### src/rtl/fetch_seq.sv
// fetch_seq_pkg + fetch_seq
//
// Front-end fetch sequencer. It produces the FE1 side of the FE1->DE0
// instruction handshake. It walks sequential fetch PCs and issues them to
// the instruction memory port. In-order responses are buffered in a small
// queue and presented to decode. A branch mispredict (ex0) or a nuke (rb1)
// redirects fetch, flushes the queue and discards the responses to every
// request that is still in flight.
//
// Ports
//   clk, reset        clock, asynchronous active-high reset
//   decode_ready_de0  decode accepts instr_fe1 this cycle
//   valid_fe1         instr_fe1 holds a valid instruction
//   instr_fe1         {pc, instr} of the queue head
//   ic_req_valid      fetch request valid
//   ic_req_ready      memory accepts the request
//   ic_req_addr       fetch address (always fetch_pc, 4B aligned)
//   ic_rsp_valid      in-order response valid, never backpressured
//   ic_rsp_data       instruction word
//   br_mispred_ex0    mispredict redirect {valid, restore_pc}
//   nuke_rb1          nuke redirect {valid, restore_pc}; wins over ex0

package fetch_seq_pkg;
  typedef logic [31:0] t_paddr;

  typedef struct packed {
    t_paddr      pc;
    logic [31:0] instr;
  } t_instr_pkt;

  typedef struct packed {
    logic   valid;
    t_paddr restore_pc;
  } t_br_mispred_pkt;

  typedef struct packed {
    logic   valid;
    t_paddr restore_pc;
  } t_nuke_pkt;
endpackage

module fetch_seq
  import fetch_seq_pkg::*;
#(
  parameter int     DEPTH    = 4,
  parameter t_paddr RESET_PC = '0
) (
  input  logic            clk,
  input  logic            reset,
  input  logic            decode_ready_de0,
  output logic            valid_fe1,
  output t_instr_pkt      instr_fe1,
  output logic            ic_req_valid,
  input  logic            ic_req_ready,
  output t_paddr          ic_req_addr,
  input  logic            ic_rsp_valid,
  input  logic [31:0]     ic_rsp_data,
  input  t_br_mispred_pkt br_mispred_ex0,
  input  t_nuke_pkt       nuke_rb1
);

  localparam int AW = $clog2(DEPTH);
  localparam int CW = AW + 1;
  localparam logic [CW:0] DEPTH_EXT = (CW + 1)'(DEPTH);

  typedef enum logic [1:0] {IDLE, FETCH, REDIRECT} t_state;

  t_state        state, state_next;
  t_paddr        fetch_pc;
  logic [CW-1:0] count, outst, drop_cnt, outst_after;
  logic [AW-1:0] q_rd, q_wr, tag_rd, tag_wr;
  t_instr_pkt    q_mem [DEPTH];
  t_paddr        tag_mem [DEPTH];
  logic          redir, redir_d;
  t_paddr        redir_target;
  logic          has_credit, req_fire, pop, enq;

  assign redir        = nuke_rb1.valid | br_mispred_ex0.valid;
  assign redir_target = nuke_rb1.valid ? nuke_rb1.restore_pc : br_mispred_ex0.restore_pc;

  // Outstanding requests plus queued entries never exceed DEPTH, so every
  // response that is kept is guaranteed a free queue slot.
  assign has_credit = ({1'b0, outst} + {1'b0, count}) < DEPTH_EXT;
  assign req_fire   = ic_req_valid & ic_req_ready;

  // A response landing in a redirect cycle belongs to the squashed stream.
  assign enq = ic_rsp_valid & (drop_cnt == '0) & ~redir;

  assign valid_fe1   = (count != '0) & ~redir_d;
  assign pop         = valid_fe1 & decode_ready_de0;
  assign instr_fe1   = q_mem[q_rd];
  assign ic_req_addr = fetch_pc;

  // No request fires in a redirect cycle, so outst_after is exactly the
  // set of requests still in flight once this cycle's response is retired.
  assign outst_after = outst + CW'(req_fire) - CW'(ic_rsp_valid);

  always_ff @(posedge clk or posedge reset) begin
    if (reset) begin
      state <= IDLE;
    end else begin
      state <= state_next;
    end
  end

  always_comb begin
    state_next   = state;
    ic_req_valid = 1'b0;
    case (state)
      IDLE: begin
        state_next = redir ? REDIRECT : FETCH;
      end
      FETCH: begin
        ic_req_valid = ~redir & has_credit;
        if (redir) begin
          state_next = REDIRECT;
        end
      end
      REDIRECT: begin
        state_next = redir ? REDIRECT : FETCH;
      end
      default: begin
        state_next = IDLE;
      end
    endcase
  end

  // Fetch PC, request accounting and the squash counter. A redirect
  // recomputes drop_cnt from scratch, so back-to-back redirects never
  // count a request twice.
  always_ff @(posedge clk or posedge reset) begin
    if (reset) begin
      fetch_pc <= RESET_PC;
      outst    <= '0;
      drop_cnt <= '0;
      redir_d  <= 1'b0;
      tag_wr   <= '0;
      tag_rd   <= '0;
    end else begin
      outst   <= outst_after;
      redir_d <= redir;
      if (redir) begin
        fetch_pc <= redir_target;
      end else if (req_fire) begin
        fetch_pc <= fetch_pc + 32'd4;
      end
      if (redir) begin
        drop_cnt <= outst_after;
      end else if (ic_rsp_valid && drop_cnt != '0) begin
        drop_cnt <= drop_cnt - 1'b1;
      end
      if (req_fire) begin
        tag_wr <= tag_wr + 1'b1;
      end
      if (ic_rsp_valid) begin
        tag_rd <= tag_rd + 1'b1;
      end
    end
  end

  // PC tags travel alongside the request stream and are consumed one per
  // response, including responses that end up discarded.
  always_ff @(posedge clk) begin
    if (req_fire) begin
      tag_mem[tag_wr] <= fetch_pc;
    end
  end

  // Instruction queue. A redirect empties it by snapping the read pointer
  // onto the write pointer; a pop in that same cycle has already delivered.
  always_ff @(posedge clk or posedge reset) begin
    if (reset) begin
      q_rd  <= '0;
      q_wr  <= '0;
      count <= '0;
      for (int i = 0; i < DEPTH; i++) begin
        q_mem[i] <= '0;
      end
    end else if (redir) begin
      q_rd  <= q_wr;
      count <= '0;
    end else begin
      if (enq) begin
        q_mem[q_wr] <= '{pc: tag_mem[tag_rd], instr: ic_rsp_data};
        q_wr        <= q_wr + 1'b1;
      end
      if (pop) begin
        q_rd <= q_rd + 1'b1;
      end
      count <= count + CW'(enq) - CW'(pop);
    end
  end

  a_rsp_without_req: assert property (@(posedge clk) disable iff (reset)
    !(ic_rsp_valid && outst == '0));
  a_count_bound: assert property (@(posedge clk) disable iff (reset)
    count <= CW'(DEPTH));
  a_addr_aligned: assert property (@(posedge clk) disable iff (reset)
    ic_req_addr[1:0] == 2'b00);

endmodule

### config.mk
export PLATFORM = sky130hd
export DESIGN_NAME = fetch_seq
export DESIGN_NICKNAME = d
export VERILOG_FILES = /design/src/rtl/fetch_seq.sv
export SDC_FILE = /design/constraint.sdc
export NUM_CORES = 1
export LEC_CHECK = 0
export BUFFER_PORTS_ARGS = -buffer_cell sky130_fd_sc_hd__clkbuf_2
export CAP_MARGIN = 20
export CORE_MARGIN = 3
export CORE_UTILIZATION = 30
export DETAILED_ROUTE_END_ITERATION = 10
export SLEW_MARGIN = 20
export SYNTH_ARGS = -nofsm -noshare
export SYNTH_HDL_FRONTEND = slang
export SYNTH_SLANG_ARGS = --single-unit
### constraint.sdc
create_clock -name clk -period 19.1 [get_ports clk]
set_input_delay 0 -clock clk [delete_from_list [all_inputs] [get_ports clk]]
set_output_delay 0 -clock clk [all_outputs]
set_load 0.005 [all_outputs]
### Word level (Yosys, flattened, before mapping)

Memory sizes are Yosys's and may differ from the RTL's.
Index checks and enable logic that the tools add are counted.

* output and inout bits: 98
* flip-flop bits (word level): 308
* bits in writable memories: 128
* memories: 1
* input port bits: 103
* logic and storage cells: 79

* reductions and logical operators: 11
* $add $sub $neg: 11
* order comparisons: 4
* bitwise operators: 11
* equality and inequality tests: 3
* muxes and demuxes: 20

Memories
* tag_mem: depth 4, width 32, rd ports 1, clocked after memory_dff 0, write ports 1, line 73 `t_paddr tag_mem [DEPTH];`

Operators with widths (count)
* bitwise mux 256 bit: 1
* 2-to-1 mux 64 bit: 3
* binary-select mux 64 bit (select 2 bit): 1
* demux 64 bit (select 2 bit): 1
* 2-to-1 mux 32 bit: 3
* adder 32 x 3 -> 32 bit (second input constant): 1
* 2-to-1 mux 3 bit: 3
* adder 2 x 1 -> 2 bit (second input constant): 4
* 2-to-1 mux 2 bit: 4
* adder 3 x 1 -> 3 bit: 2
* AND 1 bit: 6
* >= comparator 3 bit (second input constant): 2
* inverter 2 -> 3 bit: 2
* nonzero test 2 bit: 3
* nonzero test 3 bit: 2
* subtractor 3 x 1 -> 3 bit: 2
* adder 3 x 3 -> 4 bit: 1
* less-than comparator 4 x 3 -> 1 bit (second input constant): 1
* one-hot mux 2 bit (2 select lines): 1
* logical NOT 3 bit: 1
* less-than comparator 3 x 1 -> 1 bit (second input constant): 1
* 2-to-1 mux 1 bit: 3
* subtractor 3 x 1 -> 3 bit (second input constant): 1
* equality test 2 x 1 -> 1 bit (second input constant): 1
* 8 further kinds: 10

### Longest topological paths before layout

* depth after elaboration: 8
* gate-level depth with buffers: 13
* depth with buffers taken out: 13

### Least setup slack after synthesis

OpenSTA, ideal clock, no wires.

* kind: register -> register
* start point: reg count[2]
* end point: mem tag_mem[0][0] (netlist name), enable pin
* period minus slack after synthesis: 2.851 ns
* library setup time: 0.392 ns
* stages on the path, launching flop included: 7
* path buffers: 2
* data required time: 18.708 ns
* slack: 16.249 ns
* arrival time: 2.459 ns
* cells stage by stage: dfrtp_1 -> ha_1 -> nor4_1 -> and4_1 -> buf_4 -> clkbuf_1 -> and2_1

* cells in the longest elaborated chain, start to end: 7

RTL lines
* from (decl): line 70 `logic [CW-1:0] count, outst, drop_cnt, outst_after;`
* from (signal assigned): line 190 `count <= count + CW'(enq) - CW'(pop);`
* adder 3 x 3 -> 4 bit: line 83 `assign has_credit = ({1'b0, outst} + {1'b0, count}) < DEPTH_EXT;`
* less-than comparator 4 x 3 -> 1 bit: line 83
* AND 1 bit: line 114 `ic_req_valid = ~redir & has_credit;`
* 2-to-1 mux 1 bit: line 109 `case (state)`
* AND 1 bit: line 84 `assign req_fire = ic_req_valid & ic_req_ready;`
* 2-to-1 mux 1 bit: line 164 `if (req_fire) begin`
* 2-to-1 mux 1 bit (implied by the code): line 165 `tag_mem[tag_wr] <= fetch_pc;`
* to (decl): line 73

No other way between the ends.

### Worst setup path in the final report

* start point: reg count[2]
* end point: reg fetch_pc[7] (netlist: ic_req_addr[7])

* cells in the longest elaborated chain, start to end: 6

RTL lines
* adder 3 x 3 -> 4 bit: line 83
* less-than comparator 4 x 3 -> 1 bit: line 83
* AND 1 bit: line 114
* 2-to-1 mux 1 bit: line 109
* AND 1 bit: line 84
* nonzero test 2 bit (no source line)
* to (signal assigned): line 143 `fetch_pc <= redir_target;`
* to (signal assigned): line 145 `fetch_pc <= fetch_pc + 32'd4;`
* to (decl): line 69 `t_paddr fetch_pc;`

No other way between the ends.
A chain may end at the register's enable or synchronous reset.

==> summary.md <==
| Metric | Value |
|---|---|
| PortBufs | 200 |
| Vias in the first global route | about 12,000 |
| Final ANT Viol Nets | 0 |
| Relative slew slack | between 20% and 30% |
| Reg2reg start | count[2]$_DFF_PP0_ |
| Starting DRT DRC Count | slightly below 600 |
| Synth area leaders | dfrtp_1 41%, edfxtp_1 20%, mux2_2 15% |
| Worst IR Drop VDD | 54.4 µV |
| Min cycle time layout | 3.61 ns |
| Hold Crit Depth | 6 |
| Switching Fraction | 28.0% |
| Fin util | 37.9% |
| Pre-CTS setup slack | around 16 ns |
| Worst-path clk slew | approximately 0.060 ns |
| P_sw | between 800 and 900 µW |
| Critical Path RT | 19.57 ns |
| GRT Residual Overflow | 0 |
| Most used flip-flop cell after synthesis | dfrtp_1 |
| Internal | around 2200 µW |
| LEAKAGE | between 0.01 and 0.015 µW |
| Core Region | 62,100 µm² |
| Final worst setup slack | 15.49 ns |
| Largest net degree at the start of global routing | 106 |
| Share of the synthesized area in the top cell type | 40.8% |
| Worst setup EP type | flip-flop |
| PwrDens | 129 nW/µm² |
| Post-DR vias/cell | 4.81 |
| Hold endpoint | ic_req_addr[12]$_DFFE_PP0P_ |
| Final setup fails | 0 |
| Worst Reg-to-Reg Cells | 8 |
| Slowest CP cell | and4_1 |
| Largest fanout on the critical path | 19 |
| Leading cell type in the layout, fill and taps excluded | dfrtp_1 |
| DR WL/cell | 19.1 µm |
| Initial antenna violation count | 0 |
| Post-Syn Nets | 1,300 |
| Crit-path max cell delay | 0.73 ns |
| Final #Nets | 1,611 |
| TritonCTS Buffers | 48 |
| DP HPWL | 28,000 µm |
| Clk_skew | between 0.04 and 0.05 ns |
| YS warnings | 0 |
| HP Start | br_mispred_ex0[12] |
| Row count | 91 |
| Period utilization | 18.9% |
| Syn_area_per_cell | 16.1 µm² |
| Post-synthesis cell count | 1,178 |
| DR pass1 iterations | 5 |
| Run status | finished, final reports clean |
| Worst Tran Pin Value | 1.11 ns |
| Worst-Skew Late Latency | 0.60 ns |
| Register area share after synthesis | between 60% and 70% |
| Startpoint Class | flip-flop |
| Pwr Total | roughly 3000 µW |
| Max_cap viols | 0 |
| Clk sinks | approximately 440 |
| Fraction of layout cells with a size suffix above 1 | ~43% |
| Post-Layout Inst Area | about 24,000 µm² |
| Diodes inserted | 0 |
| Maximum level of the CTS H-tree | 2 |
| Number of synthesized flops with an enable pin | about 130 |
| GR Util All Layers | between 10% and 20% |
| Via Count | 11,349 |
| Most frequent cells in the layout | 304 x dfrtp_1, 257 x mux2_2, 200 x clkbuf_2, 128 x edfxtp_1, 108 x dlygate4sd3_1 |
| Final Hold Viols | 0 |
| Area leader, netlist | dfrtp_1 |
| Clock power frac | 30.8% |
| Top-Level Pins | 201 |
| Clk root buf | clkbuf_16 |
| WS Path Type | reg2reg |
| Die ar. | 66,100 µm² |
| Post-Syn Area | 18,900 µm² |
| Die width | between 200 and 300 µm |
| CP cell instances | ha_1 -> nor4_1 -> and4_1 -> inv_2 -> o31a_1 -> o311ai_0 -> nand2_1 -> dlygate4sd3_1 |
| FF+latch count, synth | 436 |
| RR Endpoint | ic_req_addr[7]$_DFFE_PP0P_ |
| Post_cts resized | 0 |
| RSZ-0062 raised after global routing | false |
| Dpl cell area | 20,800 µm² |
| Flop pwr share | 44.1% |
| Starting Density | 30.5% |
| Chip height | 257 µm |
| DRC | 0 |
| TritonCTS clock tree | yes |
| Gate power share | 25.1% |
| Fmax | between 0.2 and 0.3 GHz |
| Setup TNS | 0 ns |
| Final number of max-transition violations | 0 |
| Routability cong. | 0.818 |
| Async set-or-reset flop fraction in the synthesized netlist | 70.6% |
| CP Data Arrival Time | 4.08 ns |
| Max Root-Sink Buffers | 3 |
| Hold Path Class | in2reg |
| Synthesis-to-finish area growth | 24.5% |
| Post-synth cell types | 62 |
| Fillers | between 5,000 and 6,000 |
| First-pass GRT wire length | 71,500 µm |
| R2R Setup Slk | roughly 15 ns |
| DRT Wirelength | 45,100 µm |
-- Yosys cell counts, types with 14 or more instances --
cell        n
dfrtp_1   308
mux2_2    257
edfxtp_1  128
mux4_2     96
nand2_1    54
nor2_1     29
buf_2      28
o21ai_0    27
clkbuf_1   25
a21oi_1    24
inv_1      19
ha_1       17
nand3_1    14
-- worst max-delay path by stage --
stage / cells past startpoint / from / slack, ns / endpoint
2_1_floorplan: 1 / reset / 10.58 / count[0]$_DFF_PP0_
3_3_place_gp: 11 / count[2]$_DFF_PP0_ / 15.69 / drop_cnt[2]$_DFFE_PP0P_
3_5_place_dp: 11 / count[2]$_DFF_PP0_ / 15.61 / drop_cnt[2]$_DFFE_PP0P_
4_1_cts: 8 / count[2]$_DFF_PP0_ / 15.54 / ic_req_addr[7]$_DFFE_PP0P_
5_1_grt: 8 / count[2]$_DFF_PP0_ / 15.16 / ic_req_addr[7]$_DFFE_PP0P_
6_report: 8 / count[2]$_DFF_PP0_ / 15.49 / ic_req_addr[7]$_DFFE_PP0P_
-- stage by stage --
stage / instances / hold WS, ns
floorplan: 1178 / 0.0871
global placement: 2168 / 0.182
detailed placement: 2168 / 0.202
CTS: 2361 / 0.0167
global route: 2361 / 0.0849
finish: 2361 / 0.0602
-- kinds of logic (layout without fill, tap and decap cells) --
kind of cell / after synthesis / after routing / synth area share [%]
XOR/XNOR: 19 / 19 / 0.880
multiplexers: 358 / 358 / 27.0
flip-flops: 436 / 436 / 61.1
AND/OR/NAND/NOR: 162 / 162 / 4.31
buffers and inverters: 85 / 431 / 1.90
adder cells (fa/ha/maj): 19 / 19 / 1.34
AO/OA/AOI/OAI: 99 / 99 / 3.48
-- area by class of cell --
| cell class | instances | area [µm²] | share of cell area (%) |
|---|---|---|---|
| clock buffers | 60 | 1290 | 5.46 |
| clock inverters | 25 | 330 | 1.40 |
| inverters | 20 | 82.6 | 0.351 |
| multi-input cells | 657 | 7020 | 29.8 |
| flip-flops and latches | 436 | 11600 | 49.1 |
| well taps | 837 | 1050 | 4.45 |
| repair buffers | 326 | 2220 | 9.42 |
-- registers in the layout, indices dropped and copies added, names as in the netlist --
name / cells
tag_rd: 2
tag_mem: 128
q_rd: 2
ic_req_addr: 32
state: 2
drop_cnt: 3
q_wr: 2
outst: 3
redir_d: 1
count: 3
tag_wr: 2
q_mem: 256
-- worst max-delay path: cells and delay by family (launching register included) --
kind                     cells  cell delay (ns)
AO/OA/AOI/OAI                2             0.68
adder cells (fa/ha/maj)      1             0.30
buffers and inverters        2             0.86
flip-flops                   1             0.40
AND/OR/NAND/NOR              3             1.23
-- power by group through the flow --
stage / Sequential [µW] / Combinational (µW) / Clock (µW)
after global routing: 1370 / 840 / 1010
after CTS: 1340 / 784 / 969
after floorplan: 1280 / 561 / 0
final: 1340 / 765 / 937
after detailed placement: 1360 / 761 / 0
after global placement: 1340 / 741 / 0
-- repair_timing --
action,4_1_cts,5_1_grt
buffers inserted,0,0
endpoints found under the hold margin,272,0
hold buffers,108,0
-- routing by layer --
metal	wire length (µm)	vias up	track usage [%]
met4	824	0	3.78
met5	0	-	0
li1	-	5108	-
met1	20200	5895	17.8
met3	2580	57	3.31
met2	21500	289	22.9
Note: power is estimated with default switching activity, not from simulation.
